<file path="config.mk">
export PLATFORM = sky130hd
export DESIGN_NAME = syscall_service_unit
export DESIGN_NICKNAME = d
export VERILOG_FILES = /design/src/rtl/syscall_service_unit.sv
export SDC_FILE = /design/constraint.sdc
export NUM_CORES = 1
export LEC_CHECK = 0
export BUFFER_PORTS_ARGS = -buffer_cell sky130_fd_sc_hd__buf_2
export CAP_MARGIN = 20
export CORE_UTILIZATION = 40
export CTS_CLUSTER_DIAMETER = 40
export CTS_CLUSTER_SIZE = 12
export DETAILED_ROUTE_END_ITERATION = 16
export PLACE_DENSITY = 0.69
export SETUP_SLACK_MARGIN = 0.15
export SYNTH_ARGS = -nofsm -noshare
export SYNTH_HDL_FRONTEND = slang
export SYNTH_SLANG_ARGS = --single-unit
</file>
<file path="constraint.sdc">
create_clock -name clk -period 2.5 [get_ports clk]
set_input_delay 0.25 -clock clk [delete_from_list [all_inputs] [get_ports clk]]
set_output_delay 0.25 -clock clk [all_outputs]
set_load 0.03 [all_outputs]
</file>
<file path="src/rtl/syscall_service_unit.sv">
`default_nettype none
// ============================================================================
// Module      : syscall_service_unit
// Description : Responds to the MIPS syscall instruction. It stalls the core,
//               decodes the service code in $v0, and then either streams an
//               ASCII rendering of $a0 over a byte valid/ready port or halts
//               the core until reset.
// Revision    : 1.0 - initial release
// ============================================================================
module syscall_service_unit #(
    parameter logic [31:0] SYSCALL_WORD = 32'h0000000C,
    parameter bit          NEWLINE_EN   = 1'b1
) (
    input  logic        clk,
    input  logic        rst,
    input  logic [31:0] inst,
    input  logic [31:0] v0,
    input  logic [31:0] a0,
    output logic        stall,
    output logic        halt,
    output logic        err,
    output logic [7:0]  tx_data,
    output logic        tx_valid,
    input  logic        tx_ready
);

    typedef enum logic [1:0] {
        IDLE    = 2'd0,
        SEND    = 2'd1,
        RELEASE = 2'd2,
        HALT    = 2'd3
    } state_t;

    state_t      state;
    state_t      state_next;
    logic [31:0] arg;
    logic [3:0]  code;
    logic [3:0]  cnt;
    logic        err_q;

    logic        det;
    logic        upper_zero;
    logic        svc_int;
    logic        svc_char;
    logic        svc_exit;
    logic        is_char;
    logic        handshake;
    logic        last_byte;
    logic [3:0]  last_idx;
    logic [4:0]  shamt;
    logic [31:0] shifted;
    logic [3:0]  nib;
    logic [7:0]  hex_char;
    logic [7:0]  cur_byte;

    assign det        = (inst == SYSCALL_WORD);
    // Service codes live in v0[3:0]; any bit above that makes the code unknown.
    assign upper_zero = (v0[31:4] == 28'd0);
    assign svc_int    = upper_zero && (v0[3:0] == 4'd1);
    assign svc_char   = upper_zero && (v0[3:0] == 4'd11);
    assign svc_exit   = upper_zero && (v0[3:0] == 4'd10);
    assign is_char    = (code == 4'd11);

    // Index of the final byte of the current print service.
    always_comb begin
        last_idx = 4'd0;
        if (is_char) begin
            last_idx = NEWLINE_EN ? 4'd1 : 4'd0;
        end else begin
            last_idx = NEWLINE_EN ? 4'd8 : 4'd7;
        end
    end

    // Byte generator: hex digits MSB nibble first, or the raw character, then newline.
    always_comb begin
        shamt    = 5'd28 - {cnt[2:0], 2'b00};
        shifted  = arg >> shamt;
        nib      = shifted[3:0];
        hex_char = (nib < 4'd10) ? (8'h30 + {4'h0, nib}) : (8'h57 + {4'h0, nib});
        cur_byte = 8'h0A;
        if (is_char) begin
            if (cnt == 4'd0) begin
                cur_byte = arg[7:0];
            end
        end else if (cnt[3] == 1'b0) begin
            cur_byte = hex_char;
        end
    end

    assign tx_valid  = (state == SEND);
    assign tx_data   = tx_valid ? cur_byte : 8'h00;
    assign handshake = tx_valid && tx_ready;
    assign last_byte = (cnt == last_idx);
    assign halt      = (state == HALT);
    assign err       = err_q;
    // Combinational so the core freezes in the very cycle it fetches syscall;
    // gated by rst so the core is released the moment reset is applied.
    assign stall     = !rst && (((state == IDLE) && det) || (state == SEND) || (state == HALT));

    // State register, argument/code latch, byte counter and error pulse.
    always_ff @(posedge clk or posedge rst) begin
        if (rst) begin
            state <= IDLE;
            arg   <= 32'd0;
            code  <= 4'd0;
            cnt   <= 4'd0;
            err_q <= 1'b0;
        end else begin
            state <= state_next;
            err_q <= (state == IDLE) && det && !(svc_int || svc_char || svc_exit);
            if ((state == IDLE) && det) begin
                arg  <= a0;
                code <= v0[3:0];
                cnt  <= 4'd0;
            end else if (handshake) begin
                cnt <= cnt + 4'd1;
            end
        end
    end

    // Next-state logic.
    always_comb begin
        state_next = state;
        case (state)
            IDLE: begin
                if (det) begin
                    if (svc_int || svc_char) begin
                        state_next = SEND;
                    end else if (svc_exit) begin
                        state_next = HALT;
                    end else begin
                        state_next = RELEASE;
                    end
                end
            end
            SEND: begin
                if (handshake && last_byte) begin
                    state_next = RELEASE;
                end
            end
            RELEASE: state_next = IDLE;
            HALT:    state_next = HALT;
            default: state_next = IDLE;
        endcase
    end

endmodule
`default_nettype wire

</file>
* Yosys cells after proc, flatten, opt, wreduce, memory -nomap -nowiden
Index checks and enable logic that the tools add are counted.
** Storage, ports and cells
- Register bits after elaboration :: 43
- Output and inout bits :: 12
- Logic and storage cells :: 54
** Cells by class
- Add/subtract/negate cells :: 4
- Order comparisons :: 1
- Eq/ne operators :: 11
- Shifts and indexed selects :: 1
- Muxes and demuxes :: 13
- Reductions and logical operators :: 19
** Operators with widths (number)
- $mux 8 :: 5
- $eq 32x4->1 const B :: 1
- $shr 32x5->4 :: 1
- $logic_not 28->1 :: 1
- $eq 4x4->1 const B :: 3
- $mux 4 :: 3
- $add 7x4->8 const A :: 1
- $logic_and 1x1->1 :: 8
- $pmux 2 s4 :: 1
- $add 6x4->7 const A :: 1
- $mux 2 :: 3
- $sub 5x5->5 const A :: 1
- $add 4x1->4 const B :: 1
- $eq 2x2->1 const B :: 2
- $eq 4x1->1 const B :: 1
- $eq 4x4->1 :: 1
- $logic_not 4->1 :: 1
- $logic_or 1x1->1 :: 4
- $lt 4x4->1 const B :: 1
- $eq 2x1->1 const B :: 1
- $logic_not 1->1 :: 2
- $logic_not 2->1 :: 1
- $ne 2x1->1 const B :: 1
- $ne 2x2->1 const B :: 1
- 3 further kinds :: 3

* Longest topological paths before layout
Gate-level depths: netlist of the first run.
- Depth in word-level cells :: 7
- Mapped depth :: 8

* Least setup slack after synthesis of the first run
Ideal clock, no wire load.
- Path kind :: register to output
- Start :: reg cnt[0]
- End :: out tx_data[2]
- Arrival :: 2.437 ns
- Required time :: 2.250 ns
- Setup slack :: -0.187 ns
- Stages on the path, launching flop included :: 9
- Buffers on the path :: 1
- Path through :: dfrtp_1 buf_4 mux4_2 mux2i_2 ha_1 inv_1 nor2_1 mux2_1 o21ai_1
** On the way
- Word-level cells in the longest chain between the ends :: 7
- Elaborated cells between the ends (all ways) :: 11
- Those cells by class :: add/sub: 3; order compare: 1; shift: 1; mux: 5; reduce/logical: 1
** RTL lines
- start, declared :: line 38 : logic [3:0] cnt;
- start signal, assigned :: line 116 : cnt <= cnt + 4'd1;
- $sub 5x5->5 :: line 76 : shamt = 5'd28 - {cnt[2:0], 2'b00};
- $shr 32x5->4 :: line 77 : shifted = arg >> shamt;
- $add 7x4->8, or another cell as far along :: line 79 : hex_char = (nib < 4'd10) ? (8'h30 + {4'h0, nib}) : (8'h57 + {4'h0, nib});
- $mux 8 :: line 79
- $mux 8 :: line 85 : end else if (cnt[3] == 1'b0) begin
- $mux 8 (*) :: line 81 : if (is_char) begin
- $mux 8 (*) :: line 91 : assign tx_data = tx_valid ? cur_byte : 8'h00;
- end, declared :: line 22 : output logic [7:0] tx_data,
Every way passes the cells marked *; elsewhere a longest branch is shown, timed or not.

* Worst setup path in the final report of the first run
Same ends and word-level chain as after synthesis.

==> results of run 1 <==
## critical path, stage by stage (launching register included)
cell     delay [ps]
dfrtp_1         400
buf_12          140
mux4_2          500
mux2i_2         190
ha_2            220
inv_2            50
nor2_4           80
mux2_4          320
o21ai_4         130
buf_6           150
## how the worst min path moves through the flow
stage          startpoint                    to  cells past startpoint
2_1_floorplan       a0[0]    arg[0]$_DFFE_PP0P_                      1
3_3_place_gp          rst         err$_DFF_PP0_                      3
3_5_place_dp          rst         err$_DFF_PP0_                      3
4_1_cts               rst    arg[7]$_DFFE_PP0P_                      3
5_1_grt               rst  state[1]$_DFFE_PP0P_                      3
6_report              rst   arg[31]$_DFFE_PP0P_                      3
## logic make-up (layout without fill, tap and decap cells)
logic type      Yosys count  in the layout  synth area share
xor+xnor                  2              2          0.006861
fa+ha+maj                 3              3           0.01470
buf+inv                  17            148           0.05145
mux                      49             49            0.3052
compound gates           23             23           0.05340
flops                    43             43            0.4214
simple gates             67             67            0.1470
## routing by layer
metal | vias up | track usage | routed length, um
met1 | 1007 | 0.2531 | 2757
met3 | 2 | 0.03000 | 257
met4 | 0 | 0.05439 | 16
met5 | - | 0 | 0
met2 | 70 | 0.3066 | 3213
li1 | 1017 | - | -
## cell type report
cell class | instances | area (um^2) | share of cell area
clock buffers | 5 | 68.82 | 0.01940
clock inverters | 1 | 7.507 | 0.002116
inverters | 7 | 26.28 | 0.007407
multi-input cells | 144 | 1456 | 0.4106
flip-flops and latches | 43 | 1076 | 0.3034
well taps | 75 | 93.84 | 0.02646
repair buffers | 135 | 818.3 | 0.2307
## layout by cell type (no fill, tap or decap), types with 4 or more instances in the layout
cell      synthesis  final
buf_6             2     10
and2_1            4      4
nor4_1           14     13
mux4_2            8      8
buf_4             1     20
a21oi_1           9      6
buf_2             0    103
dfrtp_1          43     43
nor3_1            5      4
inv_1             7      6
nand3_1           7      6
nor2_1            7      6
nand2_1          10      9
mux2_4           35     36
nand2b_1          4      4
o21ai_0           5      4
clkbuf_8          0      5
## registers in the layout, indices dropped and copies added, names as in the netlist
register,cells
arg,32
state,2
code,4
err,1
cnt,4
## timing repair
action	CTS	global route
pin swaps	8	9
endpoints found under the setup margin	7	7
buffers inserted	5	3
resized for setup	25	9
## where the power goes
| part | switching, mW | internal [mW] | leakage (nW) |
|---|---|---|---|
| logic | 0.0414 | 0.0610 | 1.19 |
| clock network | 0.222 | 0.186 | 0.0361 |
| registers | 0.00000000602 | 0.695 | 0.601 |
## through the flow
| stage | cell area (um^2) | setup WS, ps | utilization |
|---|---|---|---|
| final | 3547 | -228.1 | 0.5887 |
| after detailed placement | 3282 | 1.691 | 0.5446 |
| after CTS | 3486 | -230.8 | 0.5785 |
| after global routing | 3547 | -316.4 | 0.5887 |
| after global placement | 3282 | 41.32 | 0.5446 |
| after floorplan | 2592 | 80.91 | - |
==> results by group, run 1 <==
Route
  • Via density: 5.112
  • Routed Antenna Nets: 0
  • DRC Markers: 0
  • Initial drt markers: 92
  • Final WL: 6245 um
  • DR pass1 iterations: 4
  • Per-cell routed wire length: 15.23 um
  • Vias: 2096

Power
  • VDD IR max: 0.2561 mV
  • P per Cell Area: 339.8 nW/um^2
  • Total power: 1.205 mW
  • P_leak: 1.826 nW

Global route
  • Vias in the first global route: 1977
  • Largest net degree at the start of global routing: 44
  • Initial antenna violation count: 0
  • Wire length of the first global-routing pass: 9446 um
  • Global route total overflow: 0
  • GRT Util Overall: 0.1871

Critical path
  • Crit path from: cnt[0]$_DFFE_PP0P_
  • Critical Path AT: 2480 ps
  • Startpoint types: register
  • Reg-to-reg slack, setup: 250 ps
  • CP Class: register to output pin
  • Critical path data required time: 2250 ps
  • FF-to-FF Start: state[1]$_DFFE_PP0P_
  • Setup crit end kind: output pin
  • Critical Path End: tx_data[2]
  • CP max FO: 7
  • Crit Reg-Reg Endpoint: arg[18]$_DFFE_PP0P_
  • Reg2reg path depth: 5

Timing
  • Max Clk Rate: 366.6 MHz
  • Final setup margin: -228.1 ps
  • Setup violations, final: 6
  • Final worst clock skew: 3.342 ps
  • Crit share post-route: 1.091
  • Least-Margin Pin Slew: 529.5 ps
  • Setup TNS: -1017 ps
  • Fin. Hold Viols: 0
  • Post-route minimum period: 2728 ps
  • Relative slew slack: 0.6470
  • Fin. max-slew vios: 0
  • Final hold slack: 120.6 ps
  • Unrepaired setup endpoints after global routing: yes

CTS
  • CTS Buf Count: 5
  • Maximum clock path buffer count: 2
  • TritonCTS clock tree: yes
  • Num Clock Sinks: 43
  • H-tree levels: 2
  • Root buffer cell: clkbuf_8
  • Clock transition at the registers of the reported paths: 80 ps
  • # hold bufs at CTS: 0
  • Worst-skew pair later-pin latency: 290 ps

Synthesis
  • Top cell type's share of synthesized area: 0.4214
  • Most frequent cell after synthesis: dfrtp_1
  • Syn_nets: 306
  • Sequential area share after synthesis: 0.4214
  • Post-synth top area cell: dfrtp_1
  • Seq cells post-synth: 43
  • Largest cells by area after synthesis: dfrtp_1 42%, mux2_4 21%, mux4_2 7.1%
  • Asr flop ratio synth: 1.000
  • Main synth FF type: dfrtp_1
  • Total of warnings raised by yosys: 0
  • Post-synth top cells: 43 x dfrtp_1, 35 x mux2_4, 14 x nor4_1, 10 x nand2_1, 9 x a21oi_1
  • Post-Syn Area: 2554 um^2
  • Unique masters post-synth: 39
  • Avg Cell Area, Syn: 12.52 um^2
  • Synthesized instance count: 204
  • EDFF count, synth: 0

Floorplan
  • Die Wd: 81.90 um
  • Die Height: 81.90 um
  • Initial Util: 0.4238
  • FP Rows: 28
  • Die area: 6708 um^2
  • Core area: 6026 um^2
  • Ports: 111

Cells and area
  • Nets: 438
  • Final cell count without fillers: 410
  • FILL cells: 507
  • Antenna fix cells: 0
  • Share of cells above drive strength 1: 0.6149
  • Syn-to-layout area delta: 38.90%

Min path
  • HP Class: input pin to async pin

Outcome
  • Failing checks: setup timing
  • Run status: finished, violations left

Placed design
  • Final HPWL DP: 4493 um
  • I/O Buffers: 110
  • Cells after DPL: 396
  • Routability cong.: 0.8801

Flow run
  • Max cap viols: 0
Note: power is estimated with default switching activity, not from simulation.
==> run 2: changes to the inputs <==
==> constraint.sdc (replaced) <==
create_clock -name clk -period 3.15 [get_ports clk]
set_input_delay 0.315 -clock clk [delete_from_list [all_inputs] [get_ports clk]]
set_output_delay 0.315 -clock clk [all_outputs]
set_load 0.03 [all_outputs]
==> results by group, run 2 (same netlist as run 1, synthesis figures left out) <==
Outcome
  • Run status: completed

Floorplan
  • Core area: 6026 um^2
  • Initial Util: 0.4238
  • FP Rows: 28
  • Die Wd: 81.90 um
  • Die Height: 81.90 um
  • Die area: 6708 um^2
  • Ports: 111

Timing
  • Least-Margin Pin Slew: 694.9 ps
  • Final hold slack: 169.6 ps
  • Final worst clock skew: 3.938 ps
  • Fin. max-slew vios: 0
  • Final setup margin: 234.3 ps
  • Unrepaired setup endpoints after global routing: yes
  • Relative slew slack: 0.5367
  • Fin. Hold Viols: 0
  • Setup violations, final: 0
  • Crit share post-route: 0.9256
  • Max Clk Rate: 343.0 MHz
  • Post-route minimum period: 2916 ps
  • Setup TNS: 0 ps

Route
  • DR pass1 iterations: 4
  • Via density: 5.171
  • Initial drt markers: 155
  • Final WL: 5993 um
  • Vias: 2027
  • Per-cell routed wire length: 15.29 um
  • DRC Markers: 0
  • Routed Antenna Nets: 0

Global route
  • Largest net degree at the start of global routing: 44
  • Vias in the first global route: 1958
  • Global route total overflow: 0
  • Initial antenna violation count: 0
  • GRT Util Overall: 0.1822
  • Wire length of the first global-routing pass: 9025 um

Power
  • P_leak: 1.707 nW
  • Comb pwr share: 0.082
  • VDD IR max: 0.2030 mV
  • Total power: 987.6 uW
  • Clock share of power: 0.359
  • Flop pwr share: 0.558
  • P per Cell Area: 302.5 nW/um^2
  • Int Pwr: 771.6 uW
  • P_sw: 216.0 uW
  • Switching Share: 0.2187

Critical path
  • Crit path from: cnt[0]$_DFFE_PP0P_
  • Slowest library cell on the worst path: mux4_2
  • Critical Path End: tx_data[2]
  • Startpoint types: register
  • Setup crit end kind: output pin
  • CP Class: register to output pin
  • Critical path data required time: 2830 ps
  • Reg2reg path depth: 5
  • CP max FO: 7
  • Crit Reg-Reg Endpoint: arg[24]$_DFFE_PP0P_
  • Critical Path AT: 2600 ps
  • Reg-to-reg slack, setup: 700 ps
  • FF-to-FF Start: state[1]$_DFFE_PP0P_
  • CP Cell Sequence: mux4_2 > mux2i_4 > ha_2 > inv_1 > nor2_1 > mux2_1 > o21ai_1 > buf_4
  • Critical Path Max Stage Delay: 580 ps

CTS
  • Num Clock Sinks: 43
  • Clock transition at the registers of the reported paths: 80 ps
  • Worst-skew pair later-pin latency: 300 ps
  • CTS Buf Count: 5
  • Maximum clock path buffer count: 2
  • TritonCTS clock tree: yes
  • H-tree levels: 2
  • Root buffer cell: clkbuf_8

Cells and area
  • Syn-to-layout area delta: 27.83%
  • Antenna fix cells: 0
  • Post-layout instance area: 3264 um^2
  • Nets: 419
  • Commonest non-fill, non-tap cells in the layout: 109 x buf_2, 41 x dfrtp_1, 35 x mux2_4
  • Most common cell after layout, fill and taps aside: buf_2
  • Biggest registers after layout: arg x32, cnt x4, code x4
  • Most flops, register: arg
  • Share of cells above drive strength 1: 0.5521
  • Largest register FFs: 32

Flow run
  • Max cap viols: 0

Min path
  • HP Class: input pin to async pin

Placed design
  • Routability cong.: 0.8468
  • I/O Buffers: 110
  • Pre-CTS setup slack: 383.5 ps
  • Final HPWL DP: 4571 um
  • Area post-placement: 3124 um^2
[run 2: per-stage QoR]
stage,util,cells
after global placement,0.5185,383
after detailed placement,0.5185,383
after global routing,0.5417,392
after floorplan,-,204
after CTS,0.5332,390
final,0.5417,392
[run 2: cell type report]
cell class,instances,area (um^2)
inverter,7,26.28
multi-input combinational,144,1380
clock inverter,1,5.005
timing repair buffer,116,598.1
clock buffer,6,82.58
fill,534,2761
tap,75,93.84
sequential,43,1079
[run 2: timing repair]
item	4_1_cts	5_1_grt
hold buffers	0	0
setup buffers	0	2
resized for setup	1	8
endpoints found under the setup margin	2	3
[run 2: metal layers]
metal  GRT usage  wire length (um)  share of wire  up-vias
li1            -                 -              -      984
met1      0.2131              2431           0.41      945
met2      0.3207              3046           0.51       91
met3     0.03778               444          0.074        7
met4     0.07719                72          0.012        0
met5           0                 0              0        -
[run 2: how the worst min path moves through the flow]
| stage | from | end | slack [ps] | depth (start not counted) |
|---|---|---|---|---|
| CTS | rst | arg[12]$_DFFE_PP0P_ | 190 | 3 |
| detailed placement | arg[8]$_DFFE_PP0P_ | arg[8]$_DFFE_PP0P_ | 500 | 1 |
| finish | rst | code[2]$_DFFE_PP0P_ | 170 | 3 |
| floorplan | a0[0] | arg[0]$_DFFE_PP0P_ | 460 | 1 |
| global route | rst | arg[11]$_DFFE_PP0P_ | 240 | 3 |
| global placement | arg[26]$_DFFE_PP0P_ | arg[26]$_DFFE_PP0P_ | 490 | 1 |
[run 2: power by group through the flow]
stage / registers [mW] / logic, mW / clock network (mW)
4_1_cts: 0.551 / 0.0838 / 0.363
2_1_floorplan: 0.562 / 0.0161 / 0
5_1_grt: 0.551 / 0.0915 / 0.381
3_3_place_gp: 0.562 / 0.0813 / 0
6_report: 0.551 / 0.0814 / 0.355
3_5_place_dp: 0.562 / 0.0836 / 0
[run 2: critical path, delay by kind of cell (launching register included)]
| kind | cells | cell delay, ps |
|---|---|---|
| AOI/OAI and AO/OA | 1 | 150 |
| adders and majority gates | 1 | 220 |
| buffers and inverters | 2 | 220 |
| DFF | 1 | 500 |
| muxes | 3 | 1100 |
| and+or+nand+nor | 1 | 110 |
